[config.mk]
export PLATFORM = sky130hd
export DESIGN_NAME = j11busctl
export DESIGN_NICKNAME = d
export VERILOG_FILES = /design/src/rtl/j11_pkg.sv /design/src/rtl/j11intc.sv /design/src/rtl/j11busctl.sv
export SDC_FILE = /design/constraint.sdc
export NUM_CORES = 1
export LEC_CHECK = 0
export CAP_MARGIN = 0
export CELL_PAD_IN_SITES_DETAIL_PLACEMENT = 1
export CELL_PAD_IN_SITES_GLOBAL_PLACEMENT = 1
export CORE_MARGIN = 1.5
export CORE_UTILIZATION = 28
export CTS_CLUSTER_DIAMETER = 80
export DETAILED_ROUTE_END_ITERATION = 10
export PLACE_DENSITY_LB_ADDON = 0.1
export SLEW_MARGIN = 0
export SYNTH_ARGS = -nofsm -noshare
export SYNTH_HDL_FRONTEND = slang
export SYNTH_SLANG_ARGS = --single-unit
[constraint.sdc]
create_clock -name clk -period 2.1 [get_ports clk]
set_input_delay 0.42 -clock clk [delete_from_list [all_inputs] [get_ports clk]]
set_output_delay 0.42 -clock clk [all_outputs]
set_load 0.02 [all_outputs]
[src/rtl/j11_pkg.sv]
`default_nettype none
// ============================================================================
//  Module      : j11_pkg
//  Description : Shared constants for the J11 bus controller: GP register
//                offsets, the powerup word returned by the ID read, the bus
//                FSM state encoding and small helper functions.
//  Revision    : 1.0 - initial release
// ============================================================================
package j11_pkg;

    // GP space register offsets (busaddr[7:0])
    localparam logic [7:0]  c_gp_id         = 8'o0;
    localparam logic [7:0]  c_gp_busrst_set = 8'o14;
    localparam logic [7:0]  c_gp_busrst_clr = 8'o214;
    localparam logic [7:0]  c_gp_odt_set    = 8'o34;
    localparam logic [7:0]  c_gp_odt_clr    = 8'o234;

    // Word returned by a GP read of the ID offset
    localparam logic [15:0] c_powerup_word  = 16'o5;

    // Bus FSM state encoding
    localparam logic [0:0]  c_st_idle       = 1'b0;
    localparam logic [0:0]  c_st_memwait    = 1'b1;

    // Default vector table for up to 16 channels: channel i -> 060 + 4*i
    function automatic logic [255:0] f_default_vectors();
        logic [255:0] vec;
        for (int i = 0; i < 16; i++) begin
            vec[16*i +: 16] = 16'(16'o60 + 4 * i);
        end
        return vec;
    endfunction

    localparam logic [255:0] c_default_vectors = f_default_vectors();

    // IACK level select: the lowest set bit of sel names the level.
    // Result is {valid, level}; valid is 0 when sel is all zero.
    function automatic logic [2:0] f_iack_level(input logic [3:0] sel);
        logic [2:0] lvl;
        lvl = 3'b000;
        for (int b = 3; b >= 0; b--) begin
            if (sel[b]) begin
                lvl = {1'b1, 2'(b)};
            end
        end
        return lvl;
    endfunction

endpackage
`default_nettype wire

[src/rtl/j11intc.sv]
`default_nettype none
// ============================================================================
//  Module      : j11intc
//  Description : Interrupt controller for the J11 bus controller. Detects
//                rising edges on irq, keeps one pending bit per channel,
//                selects the lowest-index pending channel of the requested
//                level on acknowledge and drives the registered j11irq lines.
//  Ports       : clk, rst      - clock, synchronous active-high reset
//                irq           - per-channel interrupt inputs (edge significant)
//                ack           - acknowledge strobe (clears the selected bit)
//                acksel        - level select, lowest set bit is the level
//                ackvec        - vector of the selected channel, 0 if none
//                j11irq        - per-level request lines (registered)
//  Revision    : 1.0 - initial release
// ============================================================================
module j11intc
    import j11_pkg::*;
#(
    parameter int                 NIRQ    = 8,
    parameter logic [NIRQ*16-1:0] VECTORS = c_default_vectors[NIRQ*16-1:0],
    parameter logic [NIRQ*2-1:0]  LEVELS  = '0
) (
    input  logic            clk,
    input  logic            rst,
    input  logic [NIRQ-1:0] irq,
    input  logic            ack,
    input  logic [3:0]      acksel,
    output logic [15:0]     ackvec,
    output logic [3:0]      j11irq
);

    logic [NIRQ-1:0] r_irq_d;
    logic [NIRQ-1:0] r_pend;
    logic [NIRQ-1:0] w_rise;
    logic [NIRQ-1:0] w_clr;
    logic [2:0]      w_lvl;
    logic            w_hit;
    logic [3:0]      w_lvl_any;

    assign w_rise = irq & ~r_irq_d;

    // Priority select: the first match scanning upward wins.
    always_comb begin
        w_lvl  = f_iack_level(acksel);
        w_hit  = 1'b0;
        w_clr  = '0;
        ackvec = '0;
        for (int i = 0; i < NIRQ; i++) begin
            if (!w_hit && w_lvl[2] && r_pend[i] &&
                (LEVELS[2*i +: 2] == w_lvl[1:0])) begin
                w_hit    = 1'b1;
                w_clr[i] = 1'b1;
                ackvec   = VECTORS[16*i +: 16];
            end
        end
    end

    always_comb begin
        w_lvl_any = '0;
        for (int l = 0; l < 4; l++) begin
            for (int i = 0; i < NIRQ; i++) begin
                if (r_pend[i] && (LEVELS[2*i +: 2] == 2'(l))) begin
                    w_lvl_any[l] = 1'b1;
                end
            end
        end
    end

    // Set wins over clear: a fresh edge arriving with its own acknowledge
    // keeps the channel pending.
    always_ff @(posedge clk) begin
        if (rst) begin
            r_irq_d <= '0;
            r_pend  <= '0;
            j11irq  <= '0;
        end else begin
            r_irq_d <= irq;
            r_pend  <= (r_pend & ~({NIRQ{ack}} & w_clr)) | w_rise;
            j11irq  <= w_lvl_any;
        end
    end

endmodule
`default_nettype wire

[src/rtl/j11busctl.sv]
`default_nettype none
// ============================================================================
//  Module      : j11busctl
//  Description : J11 CPU bus controller. Serves GP-space register cycles and
//                interrupt acknowledge cycles locally, forwards all other
//                cycles to memory with a timeout, and hosts the interrupt
//                controller.
//  Ports       : clk, rst                       - clock, sync active-high reset
//                busreq/buswr/busgp/busirq      - CPU cycle request qualifiers
//                busaddr/buswdata/buswstrb      - CPU address, data, strobes
//                busack/buserr/busrdata         - cycle completion (1-cycle pulse)
//                busrst                         - peripheral reset request
//                memreq/memwr/memaddr/
//                memwdata/memwstrb              - registered memory request
//                memack/memerr/memrdata         - memory completion
//                irq                            - interrupt inputs
//                j11irq                         - J11 interrupt request lines
//                odt                            - ODT halt mode flag
//  Revision    : 1.0 - initial release
// ============================================================================
module j11busctl
    import j11_pkg::*;
#(
    parameter int                 NIRQ    = 8,
    parameter logic [NIRQ*16-1:0] VECTORS = c_default_vectors[NIRQ*16-1:0],
    parameter logic [NIRQ*2-1:0]  LEVELS  = '0,
    parameter int                 TIMEOUT = 255
) (
    input  logic            clk,
    input  logic            rst,
    input  logic            busreq,
    input  logic            buswr,
    input  logic            busgp,
    input  logic            busirq,
    input  logic [21:0]     busaddr,
    input  logic [15:0]     buswdata,
    input  logic [1:0]      buswstrb,
    output logic            busack,
    output logic            buserr,
    output logic [15:0]     busrdata,
    output logic            busrst,
    output logic            memreq,
    output logic            memwr,
    output logic [21:0]     memaddr,
    output logic [15:0]     memwdata,
    output logic [1:0]      memwstrb,
    input  logic            memack,
    input  logic            memerr,
    input  logic [15:0]     memrdata,
    input  logic [NIRQ-1:0] irq,
    output logic [3:0]      j11irq,
    output logic            odt
);

    localparam logic [15:0] c_timeout_ld = 16'(TIMEOUT);

    logic [0:0]  r_state;
    logic [0:0]  w_state_nxt;
    logic [15:0] r_cnt;

    logic        w_idle;
    logic        w_start_gp;
    logic        w_start_iack;
    logic        w_start_mem;
    logic        w_mem_done;
    logic        w_mem_to;

    logic        w_ack_nxt;
    logic        w_err_nxt;
    logic [15:0] w_rdata_nxt;
    logic [15:0] w_ackvec;

    // Request decode: busreq is only looked at in IDLE; GP takes precedence
    // over IACK, and anything else goes to memory.
    assign w_idle       = (r_state == c_st_idle);
    assign w_start_gp   = w_idle & busreq & busgp;
    assign w_start_iack = w_idle & busreq & ~busgp & busirq;
    assign w_start_mem  = w_idle & busreq & ~busgp & ~busirq;
    assign w_mem_done   = (r_state == c_st_memwait) & memack;
    assign w_mem_to     = (r_state == c_st_memwait) & ~memack & (r_cnt == 16'd0);

    // State register
    always_ff @(posedge clk) begin
        if (rst) begin
            r_state <= c_st_idle;
        end else begin
            r_state <= w_state_nxt;
        end
    end

    // Next-state logic
    always_comb begin
        w_state_nxt = r_state;
        case (r_state)
            c_st_idle: begin
                if (w_start_mem) begin
                    w_state_nxt = c_st_memwait;
                end
            end
            c_st_memwait: begin
                if (w_mem_done || w_mem_to) begin
                    w_state_nxt = c_st_idle;
                end
            end
            default: w_state_nxt = c_st_idle;
        endcase
    end

    // Output decode: values the bus outputs take after the next edge
    always_comb begin
        w_ack_nxt   = w_start_gp | w_start_iack | w_mem_done | w_mem_to;
        w_err_nxt   = (w_mem_done & memerr) | w_mem_to;
        w_rdata_nxt = 16'd0;
        if (w_start_gp) begin
            if (!buswr && (busaddr[7:0] == c_gp_id)) begin
                w_rdata_nxt = c_powerup_word;
            end
        end else if (w_start_iack) begin
            w_rdata_nxt = w_ackvec;
        end else if (w_mem_done) begin
            w_rdata_nxt = memrdata;
        end
    end

    // Registered outputs, GP registers and timeout counter.
    // The counter runs down to zero and the timeout fires on the following
    // edge, so the error lands TIMEOUT+1 cycles after memreq.
    always_ff @(posedge clk) begin
        if (rst) begin
            busack   <= 1'b0;
            buserr   <= 1'b0;
            busrdata <= '0;
            busrst   <= 1'b1;
            odt      <= 1'b0;
            memreq   <= 1'b0;
            memwr    <= 1'b0;
            memaddr  <= '0;
            memwdata <= '0;
            memwstrb <= '0;
            r_cnt    <= '0;
        end else begin
            busack   <= w_ack_nxt;
            buserr   <= w_err_nxt;
            busrdata <= w_rdata_nxt;
            memreq   <= w_start_mem;
            if (w_start_mem) begin
                memwr    <= buswr;
                memaddr  <= busaddr;
                memwdata <= buswdata;
                memwstrb <= buswstrb;
                r_cnt    <= c_timeout_ld;
            end else if ((r_state == c_st_memwait) && (r_cnt != 16'd0)) begin
                r_cnt <= r_cnt - 16'd1;
            end
            if (w_start_gp && buswr) begin
                case (busaddr[7:0])
                    c_gp_busrst_set: busrst <= 1'b1;
                    c_gp_busrst_clr: busrst <= 1'b0;
                    c_gp_odt_set:    odt    <= 1'b1;
                    c_gp_odt_clr:    odt    <= 1'b0;
                    default: ;
                endcase
            end
        end
    end

    j11intc #(
        .NIRQ    (NIRQ),
        .VECTORS (VECTORS),
        .LEVELS  (LEVELS)
    ) u_intc (
        .clk    (clk),
        .rst    (rst),
        .irq    (irq),
        .ack    (w_start_iack),
        .acksel (busaddr[3:0]),
        .ackvec (w_ackvec),
        .j11irq (j11irq)
    );

endmodule
`default_nettype wire

==> Word level (Yosys, flattened, before mapping) <==
Cells that the tools add are included.
{ "totals": {"ff_bits": 99, "output_inout_bits": 66} }
{ "op_classes": {"add_sub_neg": 1, "n_mux": 45, "n_bitwise": 23, "eq_ne": 4, "reduce_logical": 45} }
{ "op_table": {"columns": ["cell", "n"], "rows": [
  ["two-way mux 16 bit", 10],
  ["logical AND 1 bit", 26],
  ["AND 8 bit", 3],
  ["two-way mux 1 bit", 24],
  ["== test 8 bit, second input constant", 2],
  ["logical NOT 16 bit", 1],
  ["two-way mux 8 bit", 2],
  ["NOT 8 bit", 2],
  ["nonzero test 16 bit", 1],
  ["subtractor 16 x 1 -> 16 bit, second input constant", 1],
  ["two-way mux 3 bit", 5],
  ["AND 1 bit", 9],
  ["== test 8 x 4 -> 1 bit, second input constant", 1],
  ["== test 8 x 5 -> 1 bit, second input constant", 1],
  ["logical NOT 1 bit", 8],
  ["logical NOT 8 bit", 1],
  ["OR 8 bit", 1],
  ["two-way mux 6 bit", 1],
  ["case mux 1 bit (2 select lines)", 3],
  ["nonzero test 2 bit", 3],
  ["NOT 1 bit", 4],
  ["OR 1 bit", 4],
  ["AND reduction 2 bit", 2],
  ["logical NOT 2 bit", 1],
  ["2 further kinds", 2]
]} }

==> Depth between registers and ports, before layout <==
{ "depth": {"word_depth": 46, "ltp_mapped": 7, "ltp_nobuf": 6} }

==> Hierarchy <==
A second synthesis with hierarchy kept.
{ "unflattened": {"hier_cells": 445, "area_unflattened_um2": 3823.7} }
{ "by_module_without_submodules": {"columns": ["module", "n_inst", "cells_each", "area_each_um2", "seq_area_each_um2"], "rows": [
  ["j11busctl", 1, 359, 3041.7, 1581.5],
  ["j11intc", 1, 86, 782.0, 340.3]
]} }

==> Worst setup path before layout <==
No wires, ideal clock.
{ "synth_timing": {"path_kind": "reg-to-reg", "start": "reg r_cnt[6]", "end": "reg r_cnt[13]", "setup_time_ns": 0.070, "synth_period_minus_slack_ns": 2.004, "n_path_buf": 1, "t_arrival_ns": 1.934, "required_ns": 2.030, "slack_ns": 0.096, "stages_incl_launch_ff": 6, "cell_sequence": "dfxtp_1 > or4_1 > buf_2 > or4_4 > or3_1 > a21oi_1"} }
{ "synth_via": {"elab_chain_cells": 2, "word_cells_on_any_way": 3, "classes_between": "1 x add/sub; 2 x reduce/logical"} }
{ "synth_lines": {"columns": ["item", "line", "source"], "rows": [
  ["from (decl)", "j11busctl.sv:59", "logic [15:0] r_cnt;"],
  ["from (signal assigned)", "j11busctl.sv:151", "r_cnt <= c_timeout_ld;"],
  ["from (signal assigned)", "j11busctl.sv:153", "r_cnt <= r_cnt - 16'd1;"],
  ["branches (longest 2 deep; another with subtractor 16 x 1 -> 16 bit)", null, null]
]} }
Several ways; the timed one is not identified.
A chain may end at the register's enable or synchronous reset.

==> Worst setup path in the final report <==
{ "layout_timing": {"start": "reg r_cnt[7]", "end": "reg r_cnt[15]"} }
The elaborated chain is that of the path after synthesis.

==> run_results.csv <==
group,metric,value,unit
final_layout,ff_latch_area,1920,µm²
global_routing,global_route.overflow_total,0,
sta,fin_tns_setup,0,ns
pwr,fin_total_pwr,4.14,mW
drt,drtIter0Drc,122,
global_routing,antenna_found_initial,0,
synth,ys_types,50,
clock_network,cts_tree,"done",
critical_path,r2r_end,"r_cnt[15]",
clock_network,clock_path_buffers,2,
placed_design,post_dp_cell_area,5330,µm²
clock_network,clock_latency,0.34,ns
critical_path,r2r_slack,0.1,ns
final_layout,final_nets,657,
synth,yosysWarnings,0,
hold_path,min_path_type,"reg2reg",
floorplanning,rows,41,
placed_design,gp_congestion,0.765,
synth,ys_ff_latch,96,
sta,setup_viol,0,
pwr,ir_drop,477,µV
sta,max_freq,0.499,GHz
synth,synth_compound_area_frac,0.162,
pwr,power.internal,3.12,mW
job,max_cap_viol_count,0,
floorplanning,dieWidth,118,µm
floorplanning,pin_count,138,
floorplanning,core_area,12800,µm²
critical_path,worstSetupEndpoint,"r_cnt[15]",
sta,maxSlewHeadroom,0.637,
sta,hold_ws,0.455,ns
floorplanning,initial_core_util,0.291,
critical_path,crit_fanout,6,
drt,post_drt_wl_per_cell,14.9,µm
final_layout,nFillCells,1499,
critical_path,worstReg2RegStart,"r_cnt[7]",
synth,synth_area,3710,µm²
pwr,clkPwrFrac,0.384,
pwr,p_sw,1.02,mW
synth,netlist.top_cell.by_area,"dfxtp_1",
critical_path,crit_arrival,2.27,ns
final_layout,final_area,5620,µm²
critical_path,cp.required,2.37,ns
final_layout,n_antenna_cell,0,
synth,synthSimpleGateAreaFrac,0.271,
critical_path,critPathKind,"reg2reg",
sta,fin_skew,0.00379,ns
synth,syn-mean-instance-area,8.42,µm²
drt,drtAntennaViolNets,0,
synth,seq_area_frac_synth,0.518,
sta,finalHoldViolations,0,
final_layout,layout_common_cells,"133 x clkdlybuf4s50_1, 96 x dfxtp_1, 95 x nand2_1, 64 x a21oi_1, 22 x buf_4",
critical_path,worstSetupStartpoint,"r_cnt[7]",
critical_path,reg2regPathDepth,4,
critical_path,start_kind,"flip-flop",
sta,max_slew.worst_pin.slew,0.539,ns
placed_design,portBuffers,134,
drt,vias,3605,
placed_design,post-dp-hpwl,8470,µm
synth,yosys.area_share.adder,0.00337,
global_routing,track_usage,0.165,
floorplanning,die-area,14000,µm²
synth,synthCells,441,
final_layout,area_growth,51.3,%
synth,synth_xor_xnor_area_share,0,
synth,yosys.area.top_type_share,0.518,
final_layout,drive_gt1_frac,0.0730,
clock_network,root_buffer,"clkbuf_16",
sta,rsz0062_at_grt,"false",
clock_network,cts_buffers,9,
synth,muxShareOfSynthArea,0.00809,
synth,synth_flop_cell,"dfxtp_1",
global_routing,grt_max_degree,29,
synth,synth-edff-count,0,
final_layout,utilization,0.440,
drt,drt_pass1_iterations,4,
pwr,leakagePower,2.02,nW
sta,min_period,2.00,ns
final_layout,final_common_cell,"clkdlybuf4s50_1",
sta,min_period_over_period,0.953,
clock_network,clk_pin_slew,0.06,ns
synth,synth_top_family_by_area,"simple AND/OR/NAND/NOR gates",
floorplanning,die_height,118,µm
sta,slew_viol_final,0,
drt,routed_wl,11300,µm
synth,synthTopCellsByArea,"dfxtp_1 52%, nand2_1 9.6%, a21oi_1 8.6%",
drt,drc,0,
critical_path,endpoint_kind,"flip-flop",
pwr,p_comb_frac,0.149,
clock_network,cts_sinks,96,
synth,synthArstFlopShare,0,
pwr,p_per_area,738,nW/µm²
clock_network,cts_max_level,3,
pwr,p_sw_frac,0.247,
global_routing,grt_pass1_vias,3659,
clock_network,ctsHoldBuffers,0,
drt,vias_per_cell,4.74,
pwr,power_frac_seq,0.467,
outcome,status,"finished clean",
global_routing,grt_pass1_wl,18500,µm
final_layout,multi_input_area,1670,µm²
layout make-up:
cell class / instances / share of cell area
clock inverters: 3 / 0.00758
flip-flops and latches: 96 / 0.342
clock buffers: 13 / 0.0428
repair buffers: 156 / 0.267
multi-input cells: 314 / 0.297
inverters: 7 / 0.00468
well taps: 172 / 0.0383
critical path, stage by stage, from the launching register on:
cell and delay (ns):
dfxtp_1 0.35, or4_1 0.55, or4_4 0.56, nor4_1 0.25
mux2i_1 0.22
state kept, by name (all words and copies together), names as in the netlist, 2 cells and up:
signal          flops
memwdata           16
memaddr            22
u_intc.r_pend       8
r_cnt              16
u_intc.r_irq_d      8
memwstrb            2
busrdata           16
Yosys cell counts, types with 2 or more instances:
cell type and n:
nand3_1 8, o31ai_1 5, nand4_1 3, o21ai_0 16, nor4b_1 2, o2bb2ai_1 2
buf_4 3, or3_1 9, nand2b_1 9, a21oi_1 64, and2_1 11, a211oi_1 3
or2_2 2, nor2_1 13, nand3b_1 3, nand2_1 95, dfxtp_1 96, or3_2 3
a31oi_1 4, nor2b_1 11, and3_1 2, mux2i_1 3, clkbuf_1 20, nor3_1 11
or4_1 4, inv_1 7, o41ai_1 2, nor4_1 6, and4_1 2, buf_1 2
kinds of logic (layout without fill, tap and decap cells):
logic type               Yosys count  count (layout)
flip-flops                        96              96
buffers and inverters             33             179
multiplexers                       3               3
other                              1               3
AO/OA/AOI/OAI                    106             106
adder cells (fa/ha/maj)            1               1
AND/OR/NAND/NOR                  201             201
stage by stage:
step | worst slack (ns) | instances
3_5_place_dp | 0.0135 | 744
3_3_place_gp | 0.0909 | 744
4_1_cts | 0.0959 | 760
6_report | 0.0979 | 761
2_1_floorplan | 0.0964 | 443
5_1_grt | 0.00517 | 761
how the worst min path moves through the flow:
stage | end | from | cells past startpoint
global placement | memaddr[14] | memaddr[14] | 2
floorplan | r_cnt[15] | r_cnt[15] | 2
CTS | memaddr[0] | memaddr[0] | 2
global route | memaddr[12] | memaddr[12] | 2
detailed placement | memaddr[0] | memaddr[0] | 2
finish | memaddr[0] | memaddr[0] | 2
timing repair:
action	in CTS	in global routing
resized for setup	0	0
setup endpoints to repair	0	4
setup buffers	0	1
hold endpoints to repair	0	0
routing by layer:
layer  vias to the layer above  routed length, µm  share of wire  track usage
met5                         -                  0              0            0
met4                         0                223          0.020       0.0579
met3                        17                571          0.050       0.0487
met2                        94               5320           0.47        0.274
met1                      1688               5220           0.46        0.203
li1                       1806                  -              -            -
power by group through the flow:
stage          combinational [mW]  clock (mW)  sequential, mW
2_1_floorplan               0.256           0            2.01
3_3_place_gp                0.598           0            1.97
3_5_place_dp                0.611           0            1.98
4_1_cts                     0.614        1.66            1.94
5_1_grt                     0.674        1.73            1.94
6_report                    0.616        1.59            1.94
(Power assumes the default switching activity.)
